## src/rtl/bcd_serial_subtractor.sv

```systemverilog
// rtl/bcd_serial_subtractor.sv - digit-serial BCD subtractor, diff = a - b - bin in ten's complement
// One BCD digit per clock, least-significant first, with a start/busy/done handshake.
module bcd_serial_subtractor #(
   parameter int DIGITS = 4
) (
   input  logic                clk,
   input  logic                rst_n,
   input  logic                start,
   input  logic [4*DIGITS-1:0] a,
   input  logic [4*DIGITS-1:0] b,
   input  logic                bin,
   output logic                busy,
   output logic                done,
   output logic [4*DIGITS-1:0] diff,
   output logic                bout,
   output logic                invalid
);

   localparam int W  = 4 * DIGITS;
   localparam int KW = (DIGITS > 1) ? $clog2(DIGITS) : 1;

   typedef enum logic [1:0] {
      IDLE = 2'd0,
      CALC = 2'd1,
      DONE = 2'd2
   } state_t;

   state_t        state;
   state_t        state_nxt;

   logic [W-1:0]  a_sh;
   logic [W-1:0]  b_sh;
   logic [W-1:0]  acc;
   logic          brw;
   logic          err;
   logic [KW-1:0] k;

   logic          in_err;
   logic [4:0]    t;
   logic [3:0]    d;
   logic          brw_nxt;
   logic [W-1:0]  acc_nxt;
   logic          last;

   // Any operand digit outside 0..9 poisons the whole operation.
   always_comb begin
      in_err = 1'b0;
      for (int i = 0; i < DIGITS; i++) begin
         if ((a[4*i +: 4] > 4'd9) || (b[4*i +: 4] > 4'd9)) begin
            in_err = 1'b1;
         end
      end
   end

   // Signed 5-bit digit difference; a negative result borrows ten from the next digit.
   always_comb begin
      t       = {1'b0, a_sh[3:0]} - {1'b0, b_sh[3:0]} - {4'b0000, brw};
      brw_nxt = t[4];
      d       = t[4] ? (t[3:0] + 4'd10) : t[3:0];
   end

   // Result digits enter at the top, so after DIGITS steps digit 0 sits at [3:0].
   generate
      if (DIGITS == 1) begin : g_acc_one
         assign acc_nxt = d;
      end else begin : g_acc_many
         assign acc_nxt = {d, acc[W-1:4]};
      end
   endgenerate

   assign last = (k == KW'(DIGITS - 1));

   always_ff @(posedge clk) begin
      if (!rst_n) begin
         state <= IDLE;
      end else begin
         state <= state_nxt;
      end
   end

   always_comb begin
      state_nxt = state;
      case (state)
         IDLE:    if (start) state_nxt = CALC;
         CALC:    if (last)  state_nxt = DONE;
         DONE:    state_nxt = IDLE;
         default: state_nxt = IDLE;
      endcase
   end

   always_ff @(posedge clk) begin
      if (!rst_n) begin
         a_sh    <= '0;
         b_sh    <= '0;
         acc     <= '0;
         brw     <= 1'b0;
         err     <= 1'b0;
         k       <= '0;
         diff    <= '0;
         bout    <= 1'b0;
         invalid <= 1'b0;
      end else begin
         case (state)
            IDLE: begin
               if (start) begin
                  a_sh <= a;
                  b_sh <= b;
                  brw  <= bin;
                  err  <= in_err;
                  acc  <= '0;
                  k    <= '0;
               end
            end
            CALC: begin
               a_sh <= a_sh >> 4;
               b_sh <= b_sh >> 4;
               acc  <= acc_nxt;
               brw  <= brw_nxt;
               k    <= k + KW'(1);
               if (last) begin
                  diff    <= err ? '0 : acc_nxt;
                  bout    <= err ? 1'b0 : brw_nxt;
                  invalid <= err;
               end
            end
            default: ;
         endcase
      end
   end

   assign busy = (state != IDLE);
   assign done = (state == DONE);

endmodule

```

## config.mk

```make
export PLATFORM = sky130hd
export DESIGN_NAME = bcd_serial_subtractor
export DESIGN_NICKNAME = d
export VERILOG_FILES = /design/src/rtl/bcd_serial_subtractor.sv
export SDC_FILE = /design/constraint.sdc
export NUM_CORES = 1
export LEC_CHECK = 0
export CAP_MARGIN = 40
export CELL_PAD_IN_SITES_DETAIL_PLACEMENT = 1
export CELL_PAD_IN_SITES_GLOBAL_PLACEMENT = 1
export CORE_MARGIN = 2
export CORE_UTILIZATION = 39
export CTS_CLUSTER_SIZE = 8
export DETAILED_ROUTE_END_ITERATION = 10
export PLACE_DENSITY = 0.78
export SYNTH_ARGS = -nofsm -noshare
export SYNTH_HDL_FRONTEND = slang
export SYNTH_SLANG_ARGS = --single-unit
```

## constraint.sdc

```tcl
create_clock -name clk -period 2.5 [get_ports clk]
set_input_delay 0.25 -clock clk [delete_from_list [all_inputs] [get_ports clk]]
set_output_delay 0.25 -clock clk [all_outputs]
set_load 0.03 [all_outputs]
```

==> flow_summary.ini <==
[timing]
finalSetupViolations = 0
relSlewSlack = 0.552
final_hold_viol_count = 0
tightest_slew_ns = 0.672
clock_skew_ns = 0.00981
period_share = 0.937
holdWs_ns = 0.371
final.setup.tns_ns = 0
drv_slew = 0
fin_ws_ns = 0.158
finalCriticalPeriod_ns = 2.34
fmax_mhz = 427
rsz0062_at_grt = no

[global_routing]
grt_overflow = 0
grt_pass1_vias = 2887
grt_pass1_wl_um = 13600
antenna_found_initial = 0
gr-usage-all-layers = 0.194
grt_max_degree = 48

[synth]
synthesis.area_um2 = 3210
synth_cell_type_count = 43
syn_nets = 427
synth_ff_type = dfxtp_1
synth_seq_cells = 68
yosysTopAreaCell = dfxtp_1
synth-edff-count = 0
async_flop_share = 0
synth_area_per_cell_um2 = 8.42
syn_inst = 381
synth_area_leaders = dfxtp_1 (42%), nand2_1 (8.2%), o211a_1 (6.6%)
yosys_warnings = 0
ys_seq_area_frac = 0.425
synth_top_area_share = 0.425

[clock_network]
cts_tree = yes
cts_root_buf = clkbuf_8
cts_hold_buf = 0
cts_setup_buffers = 0
clkTransAtPathRegs_ns = 0.07
cts.sinks = 68
insertion_delay_ns = 0.34
clockBufferDepth = 2
ctsHtreeMaxLevel = 3
cts_buffers = 9

[final_layout]
fin_cells = 534
nNetsFinal = 470
layout-drive-gt1-share = 0.0746
area_delta_synth_final_pct = 25.9
final_common_cell = nand2_1
mostFrequentLayoutCells = nand2_1 (70), dfxtp_1 (68), clkdlybuf4s50_1 (54), nand3_1 (39), nor2b_1 (23)
num_antenna_cells = 0

[pwr]
power_w = 0.00268
p_leak_nw = 1.70
max-vdd-ir-drop_mv = 0.291
p_per_area_nw_per_um2 = 664

[placed_design]
place_hpwl_um = 5770
io_buffers = 55
place_congestion = 0.809
dp_slack_ns = -0.0316
dp.cells = 518

[critical_path]
cp_max_fo = 3
crit_arrival_ns = 2.57
slowest_stage = fa_2
cp.required_ns = 2.73
crit_path_start_kind = flip-flop
worstSetupEndpointType = flip-flop
critPathMaxStageDelay_ns = 0.37
critPathBufInv = 1
crit_chain = inv_1, fa_2, fa_2, nand2b_1, nand2_1, ha_1, nand2_1, o21ai_0, o21ai_0, o2111ai_1, a32o_1
critical_path.top_delay_family = adder cells
crit_type = flip-flop to flip-flop

[outcome]
status = finished, final reports clean

[floorplan]
num_io_pins = 56
core_um2 = 8090
die_y_um = 94.7
chipWidth_um = 94.7
rows = 33
dieArea_um2 = 8960
start_util = 0.396

[min_path]
hp-class = input pin to flip-flop

[route]
via_per_inst = 5.31
drcViolationCount = 0
wirelength_um = 8100
detail_route.iter0.violations = 81
wl_per_cell_um = 15.2
drt_pass1_iterations = 4
antenna_left = 0
num_vias = 2833

[flow_run]
cap_violations = 0
-- registers in the layout, summed over array words and instances, names as in the netlist --
name and flops:
invalid 1, err 1, b_sh 16, k 2, acc 12, a_sh 16
brw 1, state 2, diff 16, bout 1
-- where the power goes --
group	internal [W]	switching (W)
sequential	0.00115	0.0000479
combinational	0.000228	0.000278
clock	0.000558	0.000424
-- path summary, 6_finish.rpt --
kind | cells past startpoint | start | endpoint | slack (ns)
min | 2 | rst_n | b_sh[2] | 0.37
min reg2reg | 2 | diff[15] | diff[15] | 0.47
max | 11 | b_sh[0] | diff[14] | 0.16
max reg2reg | 11 | b_sh[0] | diff[14] | 0.16
-- metal layers --
metal | wire [µm] | global-route usage | vias to the layer above
li1 | - | - | 1409
met1 | 3820 | 0.239 | 1355
met2 | 3930 | 0.340 | 61
met3 | 285 | 0.0455 | 8
met4 | 60 | 0.0459 | 0
met5 | 0 | 0 | -
-- final cells by class --
| type | instances | area, µm² |
|---|---|---|
| multi-input combinational | 273 | 1700 |
| inverter | 11 | 41.3 |
| sequential | 68 | 1360 |
| fill | 990 | 4060 |
| tap | 105 | 131 |
| timing repair buffer | 61 | 591 |
| clock inverter | 7 | 91.3 |
| clock buffer | 9 | 124 |
-- worst register-to-register path, stage by stage (launching register included) --
cell and delay (ns):
dfxtp_1 0.32, inv_1 0.07, fa_2 0.37, fa_2 0.35, nand2b_1 0.12, nand2_1 0.07, ha_1 0.31, nand2_1 0.06
o21ai_0 0.08, o21ai_0 0.08, o2111ai_1 0.17, a32o_1 0.24
-- timing repair --
action | 4_1_cts | 5_1_grt
gates cloned | 0 | 0
gates resized for setup | 2 | 2
pin swaps | 1 | 1
hold endpoints to repair | 0 | 0
setup endpoints to repair | 2 | 2
-- cell families (layout without fill, tap and decap cells) --
group / count (synthesis) / count (layout) / synth area share
buf+inv: 40 / 88 / 0.0511
xor+xnor: 2 / 2 / 0.00546
mux: 1 / 1 / 0.00312
flops: 68 / 68 / 0.425
fa+ha+maj: 10 / 10 / 0.0437
simple gates: 176 / 176 / 0.279
compound gates: 84 / 84 / 0.194
-- cells in the mapped netlist (9+ instances only) --
| cell type | count |
|---|---|
| a21boi_0 | 10 |
| a22oi_1 | 9 |
| nor3b_1 | 13 |
| clkbuf_1 | 20 |
| dfxtp_1 | 68 |
| inv_1 | 11 |
| a21oi_1 | 14 |
| o211a_1 | 21 |
| nand3_1 | 39 |
| nand2_1 | 70 |
| nor2b_1 | 24 |
| o21ai_0 | 16 |
-- stage by stage --
step / cell area [µm²] / utilization
3_3_place_gp: 3810 / 0.471
5_1_grt: 4040 / 0.499
2_1_floorplan: 3210 / -
3_5_place_dp: 3810 / 0.471
6_report: 4040 / 0.499
4_1_cts: 4030 / 0.498
Power figures use the tool's default switching activity.
